$ cat src/rtl/int_seq_if.sv
// Bundle of the sequencer's decoder/PC-side inputs and register-file-side outputs.
// The slave modport belongs to int_sequencer; the master modport belongs to whatever drives it.
interface int_seq_if;
  // Every control is a level or a one-clk strobe sampled on the rising clk edge.
  // There is no valid/ready back-pressure: a strobe is seen exactly once.
  logic        irq;
  logic        ibound;
  logic [15:0] pc;
  logic        ei;
  logic        di;
  logic        rti;
  logic        ienabled;
  logic        istatus;
  logic [15:0] intRA;
  logic        vec_load;
  logic [15:0] vec_addr;
  logic        ret_load;
  logic        pending;

  modport slave (
    input  irq, ibound, pc, ei, di, rti,
    output ienabled, istatus, intRA, vec_load, vec_addr, ret_load, pending
  );

  modport master (
    output irq, ibound, pc, ei, di, rti,
    input  ienabled, istatus, intRA, vec_load, vec_addr, ret_load, pending
  );
endinterface

$ cat src/rtl/int_sequencer.sv
// Interrupt sequencer: synchronises irq, latches it as pending, and walks the
// IDLE -> TAKE -> ACTIVE -> RETURN sequence that drives the register file's interrupt controls.
module int_sequencer #(
    parameter logic [15:0] VECTOR      = 16'hFF00,
    parameter int          SYNC_STAGES = 2
) (
    input  logic          clk,
    input  logic          nclr,
    int_seq_if.slave      bus,
    output logic [1:0]    dbg_state
);

    typedef enum logic [1:0] {
        S_IDLE   = 2'd0,
        S_TAKE   = 2'd1,
        S_ACTIVE = 2'd2,
        S_RETURN = 2'd3
    } state_t;

    state_t                 state_q, state_d;
    logic [SYNC_STAGES-1:0] sync_q, sync_d;
    logic                   hist_q, hist_d;
    logic                   pending_q, pending_d;
    logic                   ienabled_q, ienabled_d;
    logic [15:0]            intra_q, intra_d;
    logic                   irq_edge;
    logic                   take_go;

    always_ff @(posedge clk or negedge nclr) begin
        if (!nclr) begin
            state_q    <= S_IDLE;
            sync_q     <= '0;
            hist_q     <= 1'b0;
            pending_q  <= 1'b0;
            ienabled_q <= 1'b0;
            intra_q    <= 16'h0000;
        end else begin
            state_q    <= state_d;
            sync_q     <= sync_d;
            hist_q     <= hist_d;
            pending_q  <= pending_d;
            ienabled_q <= ienabled_d;
            intra_q    <= intra_d;
        end
    end

    always_comb begin
        sync_d   = {sync_q[SYNC_STAGES-2:0], bus.irq};
        hist_d   = sync_q[SYNC_STAGES-1];
        irq_edge = sync_q[SYNC_STAGES-1] & ~hist_q;

        // di also vetoes the take so a disable in the boundary cycle always wins.
        take_go = (state_q == S_IDLE) & bus.ibound & pending_q & ienabled_q & ~bus.di;

        state_d = state_q;
        case (state_q)
            S_IDLE:   if (take_go) state_d = S_TAKE;
            S_TAKE:   state_d = S_ACTIVE;
            S_ACTIVE: if (bus.rti) state_d = S_RETURN;
            S_RETURN: state_d = S_IDLE;
            default:  state_d = S_IDLE;
        endcase

        // A new edge arriving on the take edge keeps the request alive.
        pending_d = pending_q;
        if (irq_edge)     pending_d = 1'b1;
        else if (take_go) pending_d = 1'b0;

        ienabled_d = ienabled_q;
        if (bus.di)      ienabled_d = 1'b0;
        else if (bus.ei) ienabled_d = 1'b1;

        intra_d = intra_q;
        if ((state_q == S_IDLE) && bus.ibound) intra_d = bus.pc;
    end

    assign bus.ienabled = ienabled_q;
    assign bus.istatus  = (state_q == S_ACTIVE) || (state_q == S_RETURN);
    assign bus.intRA    = intra_q;
    assign bus.vec_load = (state_q == S_TAKE);
    assign bus.vec_addr = VECTOR;
    assign bus.ret_load = (state_q == S_RETURN);
    assign bus.pending  = pending_q;
    assign dbg_state    = state_q;

endmodule

$ cat src/flat_wrapper.sv
// flat-port wrapper written by rule: the top's interface ports become plain ports
module int_sequencer_flat 
#(
    parameter logic [15:0] VECTOR      = 16'hFF00,
    parameter int          SYNC_STAGES = 2
)
  (clk, nclr, dbg_state, bus_irq, bus_ibound, bus_pc, bus_ei, bus_di, bus_rti, bus_ienabled, bus_istatus, bus_intRA, bus_vec_load, bus_vec_addr, bus_ret_load, bus_pending);
  int_seq_if bus_i ();
  input  logic clk;
  input  logic nclr;
  output logic [1:0] dbg_state;
  input wire logic [$bits(bus_i.irq)-1:0] bus_irq;
  input wire logic [$bits(bus_i.ibound)-1:0] bus_ibound;
  input wire logic [$bits(bus_i.pc)-1:0] bus_pc;
  input wire logic [$bits(bus_i.ei)-1:0] bus_ei;
  input wire logic [$bits(bus_i.di)-1:0] bus_di;
  input wire logic [$bits(bus_i.rti)-1:0] bus_rti;
  output wire logic [$bits(bus_i.ienabled)-1:0] bus_ienabled;
  output wire logic [$bits(bus_i.istatus)-1:0] bus_istatus;
  output wire logic [$bits(bus_i.intRA)-1:0] bus_intRA;
  output wire logic [$bits(bus_i.vec_load)-1:0] bus_vec_load;
  output wire logic [$bits(bus_i.vec_addr)-1:0] bus_vec_addr;
  output wire logic [$bits(bus_i.ret_load)-1:0] bus_ret_load;
  output wire logic [$bits(bus_i.pending)-1:0] bus_pending;
  assign bus_i.irq = bus_irq;
  assign bus_i.ibound = bus_ibound;
  assign bus_i.pc = bus_pc;
  assign bus_i.ei = bus_ei;
  assign bus_i.di = bus_di;
  assign bus_i.rti = bus_rti;
  assign bus_ienabled = bus_i.ienabled;
  assign bus_istatus = bus_i.istatus;
  assign bus_intRA = bus_i.intRA;
  assign bus_vec_load = bus_i.vec_load;
  assign bus_vec_addr = bus_i.vec_addr;
  assign bus_ret_load = bus_i.ret_load;
  assign bus_pending = bus_i.pending;
  int_sequencer #(.VECTOR(VECTOR), .SYNC_STAGES(SYNC_STAGES)) u_core (.clk(clk), .nclr(nclr), .bus(bus_i), .dbg_state(dbg_state));
endmodule
$ cat config.mk
export PLATFORM = sky130hd
export DESIGN_NAME = int_sequencer_flat
export DESIGN_NICKNAME = d
export VERILOG_FILES = /design/src/rtl/int_seq_if.sv /design/src/rtl/int_sequencer.sv /design/src/flat_wrapper.sv
export SDC_FILE = /design/constraint.sdc
export NUM_CORES = 1
export LEC_CHECK = 0
export ABC_AREA = 1
export BUFFER_PORTS_ARGS = -buffer_cell sky130_fd_sc_hd__buf_2
export CAP_MARGIN = 20
export CORE_MARGIN = 10
export CORE_UTILIZATION = 42
export CTS_CLUSTER_SIZE = 24
export DETAILED_ROUTE_END_ITERATION = 16
export PLACE_DENSITY = 0.8
export SKIP_CTS_REPAIR_TIMING = 1
export SLEW_MARGIN = 10
export SYNTH_ARGS = -nofsm -noshare
export SYNTH_HDL_FRONTEND = slang
export SYNTH_SLANG_ARGS = --single-unit
$ cat constraint.sdc
create_clock -name clk -period 1.4 [get_ports clk]
set_input_delay 0.07 -clock clk [delete_from_list [all_inputs] [get_ports clk]]
set_output_delay 0.07 -clock clk [all_outputs]
set_load 0.1 [all_outputs]
==> impl.org, run 1 <==
** Hold path
- Hold path depth :: 4
- In this run the worst hold path is classified as input port to flop.
- Worst min-delay path endpoint :: u_core.bus.ienabled$_DFFE_PN0P_
- The worst hold path begins at bus_di.

** Run
- The tool flagged a number of max-cap violations equal to 0.

** Clock network
- Maximum root-to-sink buffer count :: 2
- Counting the buffers created by CTS gives 3.
- The root buffer cell chosen for the clock tree is clkbuf_4.
- Clock slew at the register clock pins of the worst setup and hold paths :: 130 ps
- TritonCTS built the clock tree.
- CTS H-Tree Depth :: 1
- At the later pin of the worst-skew pair, clock insertion delay measures 310 ps.
- Clock sink total :: 23

** STA
- Highest Clock Rate :: 0.665 GHz
- In the finished design, the share of the clock period the worst path needs comes to 1.07.
- Final Slew Violations :: 0
- Count of endpoints failing hold in the final timing report :: 1
- Setup violation total in the final timing report :: 1
- Setup repair after global routing could not meet its margin everywhere.
- Worst-case setup margin in the final layout :: -104 ps
- WHS :: -9.01 ps
- For the finished layout, the period the worst path requires is 1500 ps.
- Skew final :: 8.42 ps

** Routing
- For this block, the initial DRC count from the detailed router was 38.
- In this run the remaining antenna-violating nets after routing total 0.
- After detailed routing, the number of vias per cell comes to 4.29.
- Total wire length :: 2990 um
- Drt first pass iters :: 4
- Average wire per cell in the routed design :: 14.0 um
- In the routed design, unresolved DRC markers number 0.
- Detailed routing inserted a total of 919 vias.

** Place
- HPWL after detailed placement :: 2220 um
- Including well taps, the total number of placed cells is 191.
- Quantity of I/O buffers inserted on ports :: 45
- The congestion estimate from routability-driven global placement came to 0.701.

** Global route
- The initial antenna violation count came to 0.
- The first global-routing pass estimated 4330 um of wire.
- Summed over all layers, the global routing overflow is 0.
- In the global route stage, overall resource usage came out at 0.104.
- The via count of the first global-routing pass is 919.
- Entering global routing, the biggest net connects 24 pins.

** Critical path
- The slowest stage of the critical path is the dfrtp_4 cell.
- The worst setup path is launched from a flop.
- Crit path required time :: 1330 ps
- Worst flop-to-flop path startpoint :: u_core.dbg_state[0]$_DFFE_PN0P_
- The critical path is of the flop to primary output type.
- Traced cell by cell, the critical path runs through ha_4, or2_4, buf_12.
- Worst-case register-to-register setup slack :: 40 ps
- Highest fanout seen on the critical path :: 5
- STA classifies the critical path endpoint as a primary output.
- In this design, the stage delay of the slowest critical-path cell is 540 ps.
- R2r worst-path depth :: 7
- Worst reg2reg endpoint :: u_core.dbg_state[0]$_DFFE_PN0P_
- At the worst endpoint, the arrival time is 1430 ps.

** Run status
- The flow ran to the end, but the final reports show violations.
- The checks that failed: negative hold slack, negative setup slack.

** Floorplan
- Count of boundary I/O pins :: 62
- Num rows :: 18
- Area enclosed by the die boundary :: 0.00496 sq mm
- The die is 70.4 um wide.
- Core ar. :: 0.00245 sq mm
- Initial core utilization :: 0.435
- Floorplan die height :: 70.4 um

** Cells and area
- After the last flow step, the layout net total stands at 212.
- Non-filler instance count after layout :: 214
- For this run, the share of the core covered by cells in the final layout is 0.647.
- In the final layout, the share of cells above drive strength 1 is 0.353.
- The repair_antennas step left the layout with diodes totalling 0.
- Multi-input gate area in the final layout :: 458 sq um
- Area overhead of the layout relative to synthesis :: 48.8%
- The sequential cells in the finished layout cover a total of 586 sq um.
- Fill cell total of the finished layout :: 206

** Yosys
- Total standard cell area after synthesis :: 0.00107 sq mm
- Synth Instances :: 120
- Portion of the post-synthesis area used by sequential elements :: 0.539
- Dividing the synthesized area by the synthesized cell count gives 8.89 sq um.
- Yosys warnings :: 0
- The synthesized netlist contains 15 unique library cells.
- Seq cells post-synth :: 23
-- worst max-delay path by stage --
stage | startpoint | end | slack [ps] | cells past startpoint
finish | u_core.dbg_state[1]$_DFFE_PN0P_ | bus_istatus | -100 | 3
global route | u_core.dbg_state[0]$_DFFE_PN0P_ | bus_istatus | -150 | 4
CTS | u_core.dbg_state[0]$_DFFE_PN0P_ | bus_istatus | -170 | 4
detailed placement | u_core.dbg_state[0]$_DFFE_PN0P_ | u_core.dbg_state[0]$_DFFE_PN0P_ | 40 | 6
global placement | u_core.dbg_state[0]$_DFFE_PN0P_ | u_core.bus.pending$_DFFE_PN0P_ | 130 | 5
floorplan | u_core.dbg_state[0]$_DFFE_PN0P_ | bus_istatus | -70 | 2
-- per-layer routing --
layer | vias to the layer above | part of all wire | global-route usage
met1 | 422 | 0.38 | 0.111
met4 | 0 | 0.0017 | 0.0329
met3 | 2 | 0.098 | 0.0621
li1 | 455 | - | -
met2 | 40 | 0.52 | 0.169
met5 | - | 0 | 0
-- state kept, by name, indices dropped and copies added (netlist names) --
register	flops
u_core.bus.intRA	16
u_core.bus.pending	1
u_core.bus.ienabled	1
u_core.sync_q	2
u_core.dbg_state	2
u_core.hist_q	1
-- critical path, delay by kind of cell (launching register included) --
kind / cells / cell delay, ps
AND/OR/NAND/NOR: 1 / 250
buffers and inverters: 1 / 160
adder cells (fa/ha/maj): 1 / 170
flip-flops: 1 / 540
-- cell families (layout without fill, tap and decap cells) --
logic type / Yosys count / count (layout) / synth area share
other: 2 / 16 / 0.00704
AO/OA/AOI/OAI: 3 / 3 / 0.0199
AND/OR/NAND/NOR: 63 / 63 / 0.232
flip-flops: 23 / 23 / 0.539
adder cells (fa/ha/maj): 4 / 4 / 0.0469
buffers and inverters: 25 / 75 / 0.155
-- cell usage after synthesis --
| cell type | count | area share |
|---|---|---|
| inv_1 | 6 | 0.021 |
| conb_1 | 2 | 0.0070 |
| buf_6 | 1 | 0.011 |
| nand2_2 | 1 | 0.0059 |
| nand3_1 | 3 | 0.014 |
| or2_2 | 1 | 0.0059 |
| o21bai_2 | 1 | 0.011 |
| dfrtp_1 | 23 | 0.54 |
| inv_4 | 1 | 0.0059 |
| or2_1 | 1 | 0.0059 |
| ha_1 | 4 | 0.047 |
| nand2_1 | 57 | 0.20 |
| o21ai_0 | 2 | 0.0094 |
| buf_4 | 16 | 0.11 |
| buf_2 | 1 | 0.0047 |
-- cell usage in the layout (no fill, tap or decap) --
master	count
buf_12	2
buf_2	42
buf_4	1
clkbuf_4	3
clkinv_2	1
conb_1	16
dfrtp_1	19
dfrtp_2	2
dfrtp_4	2
dlygate4sd3_1	19
ha_2	1
ha_4	3
inv_1	4
inv_2	1
inv_4	2
nand2_1	56
nand2_2	1
nand2_8	1
nand3_1	2
nand3_4	1
o21ai_0	1
o21ai_1	1
o21bai_4	1
or2_1	1
or2_4	1
-- per-stage QoR --
stage          worst slack, ps  cell area, sq um  setup TNS [ps]
4_1_cts                   -169              1350            -197
5_1_grt                   -147              1590            -283
3_3_place_gp               128              1320               0
6_report                  -104              1590            -104
3_5_place_dp              39.3              1320               0
2_1_floorplan            -65.2              1170            -149
-- cell type report --
class / count / area share
clock buffers: 3 / 0.0142
well taps: 30 / 0.0236
clock inverters: 1 / 0.00315
multi-input cells: 86 / 0.288
inverters: 7 / 0.0197
flip-flops and latches: 23 / 0.369
repair buffers: 64 / 0.282
Power of run 1 is left out: the tool's default activity adds up to more than one toggle a clock period on the data nets, which glitch-free logic cannot reach.
==> inputs of run 2 (changes only) <==
--- a/config.mk
+++ b/config.mk
@@ -18,3 +18,4 @@
 export SYNTH_ARGS = -nofsm -noshare
 export SYNTH_HDL_FRONTEND = slang
 export SYNTH_SLANG_ARGS = --single-unit
+export TNS_END_PERCENT = 20
==> run 2 against run 1 <==
The flow still finishes with violations (negative hold slack, negative setup slack). Via count increased by 2.2%. Count of clock-buffer cells in the layout unchanged. Non-clock buffer count increased by 1. Final area decreased by 0.71%. Register-to-register slack about the same. Worst setup slack got worse by 7.8 ps. Clock skew decreased by 1.9 ps. Global-route usage decreased by 0.16 points. Flip-flop and latch count unchanged. Hold slack improved by 8.1 ps. Final cell count increased by 0.47%. Highest routed layer unchanged.
==> impl.org, run 2 (synthesis gave the netlist of run 1 again) <==
** Run status
- Outcome :: complete, but fails checks
- The checks that failed: negative hold slack, negative setup slack.

** Place
- Post-placement setup slack :: 37.6 ps
- Summing all placed instances gives a cell area of 0.00132 sq mm.
- Routability-driven placement finished with a final weighted congestion of 0.705.
- Quantity of I/O buffers inserted on ports :: 45
- HPWL after detailed placement :: 2110 um

** STA
- On the final layout, the worst hold slack is -0.918 ps.
- Unrepaired setup endpoints after global routing :: yes
- Headroom to the max-slew limit :: 0.664
- Final Slew Violations :: 0
- Summed over all failing endpoints, the final setup total negative slack is -112 ps.
- Of the available clock period, the critical path in the final layout requires 1.08.
- Final min period :: 1510 ps
- Skew final :: 6.50 ps
- Setup violations remaining at the end of the flow were counted as 1.
- Highest Clock Rate :: 0.661 GHz
- Across all setup checks in the final design, the least slack found is -112 ps.
- Count of endpoints failing hold in the final timing report :: 1
- Slew at the pin closest to its max-slew limit :: 504 ps

** Cells and area
- Final non-filler cell area :: 0.00158 sq mm
- Fill cell total of the finished layout :: 208
- Fraction of final layout cells sized beyond drive strength 1 :: 0.368
- Commonest non-fill, non-tap cells in the layout :: nand2_1, buf_2, dlygate4sd3_1, dfrtp_1, conb_1
- Leading cell type in the layout, fill and taps excluded :: nand2_1
- Inserted Diodes :: 0
- For this run, the post-layout net count is 213.
- The register with the most flip-flops in the layout has 16 of them.
- The area growth from synthesis to layout is 47.7%.

** Global route
- The first global-routing pass estimated 4350 um of wire.
- The initial antenna violation count is 0.
- Vias in the first global route :: 952
- Overall track demand over capacity in global routing :: 0.103
- Entering global routing, the biggest net connects 24 pins.
- The total overflow left after global routing is 0.

** Clock network
- Clock sink total :: 23
- CTS H-Tree Depth :: 1
- The longest clock path from root to sink contains 2 buffers.
- TritonCTS built the clock tree.
- Number of buffers added by the clock tree synthesis step :: 3
- Clock slew at the register clock pins of the worst setup and hold paths :: 130 ps
- At the later pin of the worst-skew pair, clock insertion delay measures 310 ps.
- The tree is rooted in a clkbuf_4.

** Routing
- The detailed router finished its first iteration with 25 violations.
- In the routed layout, each cell is associated on average with a via count of 4.37.
- Total via count after detailed routing :: 939
- Wires add up to 2910 um.
- Drc violations :: 0
- The count of nets left with antenna violations once routing finished came out at 0.
- Average wire per cell in the routed design :: 13.5 um
- Before antenna repair, the detailed router went through 4 iterations.

** Hold path
- Hold Crit Class :: input port to flop

** Floorplan
- The floorplan has 18 rows.
- The core region is 0.00245 sq mm.
- The floorplan step set the die height to 70.4 um.
- 62 I/O pins were placed.
- The initial utilization of the core area, before any placement, comes to 0.435.
- Area enclosed by the die boundary :: 0.00496 sq mm
- Chip width :: 70.4 um

** Critical path
- At the worst endpoint, the required time is 1330 ps.
- STA classifies the critical path startpoint as a flop.
- By startpoint and endpoint, the worst setup path is classified as flop to primary output.
- For the worst setup path, the data arrival time is 1440 ps.
- In this run the worst path has a maximum fanout of 5.
- STA classifies the critical path endpoint as a primary output.

** Run
- The tool flagged a number of max-cap violations equal to 0.
-- run 2: changes by cell type in the layout (fill, tap and decap cells not counted), sizes merged --
cell / previous run / this run
buf: 45 / 46
clkinv: 1 / 0
clkinvlp: 0 / 1
-- run 2: path summary, 6_finish.rpt --
kind	from	to	slack, ps	cells past startpoint
max	u_core.dbg_state[1]$_DFFE_PN0P_	bus_istatus	-110	3
min	bus_di	u_core.bus.ienabled$_DFFE_PN0P_	-0.9	4
max reg2reg	u_core.dbg_state[0]$_DFFE_PN0P_	u_core.dbg_state[0]$_DFFE_PN0P_	30	8
min reg2reg	u_core.sync_q[0]$_DFF_PN0_	u_core.sync_q[1]$_DFF_PN0_	370	0
max in group asynchronous	nclr	u_core.dbg_state[1]$_DFFE_PN0P_	770	2
min in group asynchronous	nclr	u_core.bus.intRA[2]$_DFFE_PN0N_	250	2
-- run 2: stage by stage --
step / utilization / cells / hold slack, ps
after floorplan: - / 134 / -226
after global placement: 0.538 / 191 / 58.8
after detailed placement: 0.538 / 191 / 65.7
after global routing: 0.642 / 215 / 26.4
after CTS: 0.550 / 195 / -283
final: 0.642 / 215 / -0.918
-- run 2: metal layers --
layer	global-route usage	up-vias	share of wire
li1	-	456	-
met1	0.110	435	0.37
met4	0.0263	0	0.014
met5	0	-	0
met3	0.0607	4	0.10
met2	0.168	44	0.51
-- run 2: layout make-up --
class / instances / area (sq um) / share of cell area
flip-flops and latches: 23 / 586 / 0.371
repair buffers: 65 / 455 / 0.289
multi-input cells: 86 / 437 / 0.277
well taps: 30 / 37.5 / 0.0238
inverters: 7 / 31.3 / 0.0198
clock buffers: 3 / 22.5 / 0.0143
clock inverters: 1 / 7.51 / 0.00476
-- run 2: critical path, cell delays in order (launching register included) --
cell and delay, ps:
dfrtp_4 540, ha_4 180, or2_4 250, buf_12 160
Power of run 2 is left out for the same reason.
==> inputs of run 3 (changes only) <==
--- a/config.mk
+++ b/config.mk
@@ -12,6 +12,7 @@
 export CORE_UTILIZATION = 42
 export CTS_CLUSTER_SIZE = 24
 export DETAILED_ROUTE_END_ITERATION = 16
+export HOLD_SLACK_MARGIN = 0.15
 export PLACE_DENSITY = 0.8
 export SKIP_CTS_REPAIR_TIMING = 1
 export SLEW_MARGIN = 10
==> run 3 against run 2 <==
The run ends with negative setup slack left. Final area grew 1.3%. Fmax is essentially flat. Critical path type unchanged. Utilization grew 0.82 points. Critical endpoint unchanged. Worst setup slack is essentially flat. Global-route usage is the same. Flip-flop and latch count is the same. Non-clock buffer count grew 2. Final cell count grew 0.93%. Clock skew is the same. Critical path depth is the same.
==> impl.org, run 3 (synthesis gave the netlist of run 1 again) <==
** Run status
- The run finished, with violations left.
- Failing checks :: negative setup slack

** Cells and area
- Inserted Diodes :: 0
- Post-layout nets :: 215
- Leading cell type in the layout, fill and taps excluded :: nand2_1
- Commonest non-fill, non-tap cells in the layout :: nand2_1, buf_2, dlygate4sd3_1
- Area overhead of the layout relative to synthesis :: 49.6%
- Fraction of final layout cells sized beyond drive strength 1 :: 0.364
- The register with the most flip-flops in the layout has 16 of them.

** Place
- Buffers placed on the I/O ports in this run total 45.
- Before CTS, the worst setup slack after placement is 37.6 ps.
- Weighted congestion at the end of routability-driven global placement :: 0.705
- Once detailed placement completed, the half-perimeter wirelength came to 2110 um.

** Routing
- Average wire per cell in the routed design :: 13.5 um
- The routed layout has 949 vias.
- Summed over all layers, the routed wires come to 2920 um.
- In the routed design, unresolved DRC markers number 0.
- Drt first pass iters :: 4
- 1st-iter DRT viols :: 23
- After detailed routing, the met3 layer carries 301 um of wire.
- Number of nets with antenna violations after detailed routing :: 0
- Vias per cell :: 4.37
- The highest metal layer carrying signal wires in the routed design is met4.
- Met1 Routed Length :: 1070 um
- Wire segments on met2 add up to 1510 um in the final route.

** Critical path
- Along the worst path, the maximum fanout reaches 5.
- The largest individual stage delay along the critical path comes from the cell dfrtp_4.
- Data on the critical path is required at its endpoint by 1330 ps.
- STA puts the critical path data arrival time at 1440 ps.
- Worst flop-to-flop path startpoint :: u_core.dbg_state[0]$_DFFE_PN0P_
- Worst-case register-to-register setup slack :: 30 ps
- Worst reg2reg endpoint :: u_core.dbg_state[0]$_DFFE_PN0P_
- For the worst flop-to-flop path, the logic depth is 8.
- The worst setup path is of the flop to primary output kind.
- STA classifies the critical path startpoint as a flop.
- In this design, the stage delay of the slowest critical-path cell is 540 ps.
- The worst setup path is captured at a primary output.
- The critical path goes through ha_4, or2_4, buf_12.

** Hold path
- In this run the worst hold path is classified as input port to flop.
- The path with the worst hold slack has its endpoint at u_core.dbg_state[1]$_DFFE_PN0P_.
- The worst hold path begins at bus_rti.
- Hold path depth :: 4

** Floorplan
- Count of boundary I/O pins :: 62
- The floorplan has 18 rows.
- The floorplan step defined a die boundary enclosing 0.00496 sq mm.
- The die is 70.4 um wide.
- Core ar. :: 0.00245 sq mm
- Initial core utilization :: 0.435
- Floorplan die height :: 70.4 um

** STA
- Headroom to the max-slew limit :: 0.664
- Based on the critical path, the design can be clocked at up to 0.661 GHz.
- Skew final :: 6.50 ps
- Setup violations remaining at the end of the flow were counted as 1.
- Period Utilization, post-route :: 1.08
- Unrepaired setup endpoints after global routing :: yes
- The final hold violation count came to 0.
- At the pin with the least slew margin, the transition time is 504 ps.
- Worst-case setup margin in the final layout :: -112 ps
- Final Slew Violations :: 0
- Final min period :: 1510 ps

** Global route
- For this run the aggregate overflow at the end of global routing stands at 0.
- In the global route stage, overall resource usage came out at 0.103.
- Initial antenna violation count :: 0
- Global-route wire length before repair :: 4350 um
- Vias in the first global route :: 952
- Entering global routing, the biggest net connects 24 pins.

** Clock network
- The cell sitting at the root of the clock tree is a clkbuf_4.
- The clock passes through at most 2 buffers.
- The tree built by TritonCTS fans out to 23 sinks.
- Clock latency on the worst-skew pair, taken at its later pin, is 310 ps.
- Clock slew at the register clock pins of the worst setup and hold paths :: 120 ps
- CTS H-Tree Depth :: 1
- TritonCTS clock tree :: built
- Buffers inserted during clock tree synthesis total 3.

** Run
- Max-cap violations in this run came to 0.
-- run 3: cell types whose count changed in the layout (fill, tap and decap cells not counted), sizes merged --
cell         change
dlygate4sd3      +2
-- run 3: worst max path at each step --
stage | from | end | slack, ps | cells past startpoint
after global placement | u_core.dbg_state[0]$_DFFE_PN0P_ | u_core.bus.pending$_DFFE_PN0P_ | 130 | 5
after floorplan | u_core.dbg_state[0]$_DFFE_PN0P_ | bus_istatus | -70 | 2
after global routing | u_core.dbg_state[1]$_DFFE_PN0P_ | bus_istatus | -160 | 3
after detailed placement | u_core.dbg_state[0]$_DFFE_PN0P_ | u_core.dbg_state[1]$_DFFE_PN0P_ | 40 | 6
final | u_core.dbg_state[1]$_DFFE_PN0P_ | bus_istatus | -110 | 3
after CTS | u_core.dbg_state[0]$_DFFE_PN0P_ | bus_istatus | -170 | 4
-- run 3: layout make-up --
cell class | instances | area (sq um)
inverters | 7 | 31.3
clock inverters | 1 | 7.51
well taps | 30 | 37.5
clock buffers | 3 | 22.5
repair buffers | 67 | 475
flip-flops and latches | 23 | 586
fillers | 206 | 858
multi-input cells | 86 | 437
-- run 3: per-layer routing --
layer  track usage  vias up
met2         0.168       44
met5             0        -
li1              -      460
met3        0.0607        4
met1         0.110      441
met4        0.0263        0
-- run 3: worst max-delay path, delay by kind of cell, from the launching register on --
family / cells / cell delay (ps)
buffers and inverters: 1 / 160
adders and majority gates: 1 / 180
and+or+nand+nor: 1 / 250
DFF: 1 / 540
-- run 3: per-stage QoR --
stage / hold WS, ps / std cells / area [sq um] / setup TNS, ps / util
after floorplan: -226 / 134 / 1170 / -149 / -
after global placement: 58.8 / 191 / 1320 / 0 / 0.538
after detailed placement: 65.7 / 191 / 1320 / 0 / 0.538
after CTS: -283 / 195 / 1350 / -201 / 0.550
after global routing: 179 / 217 / 1600 / -338 / 0.650
final: 134 / 217 / 1600 / -112 / 0.650
Power of run 3 is left out for the same reason.
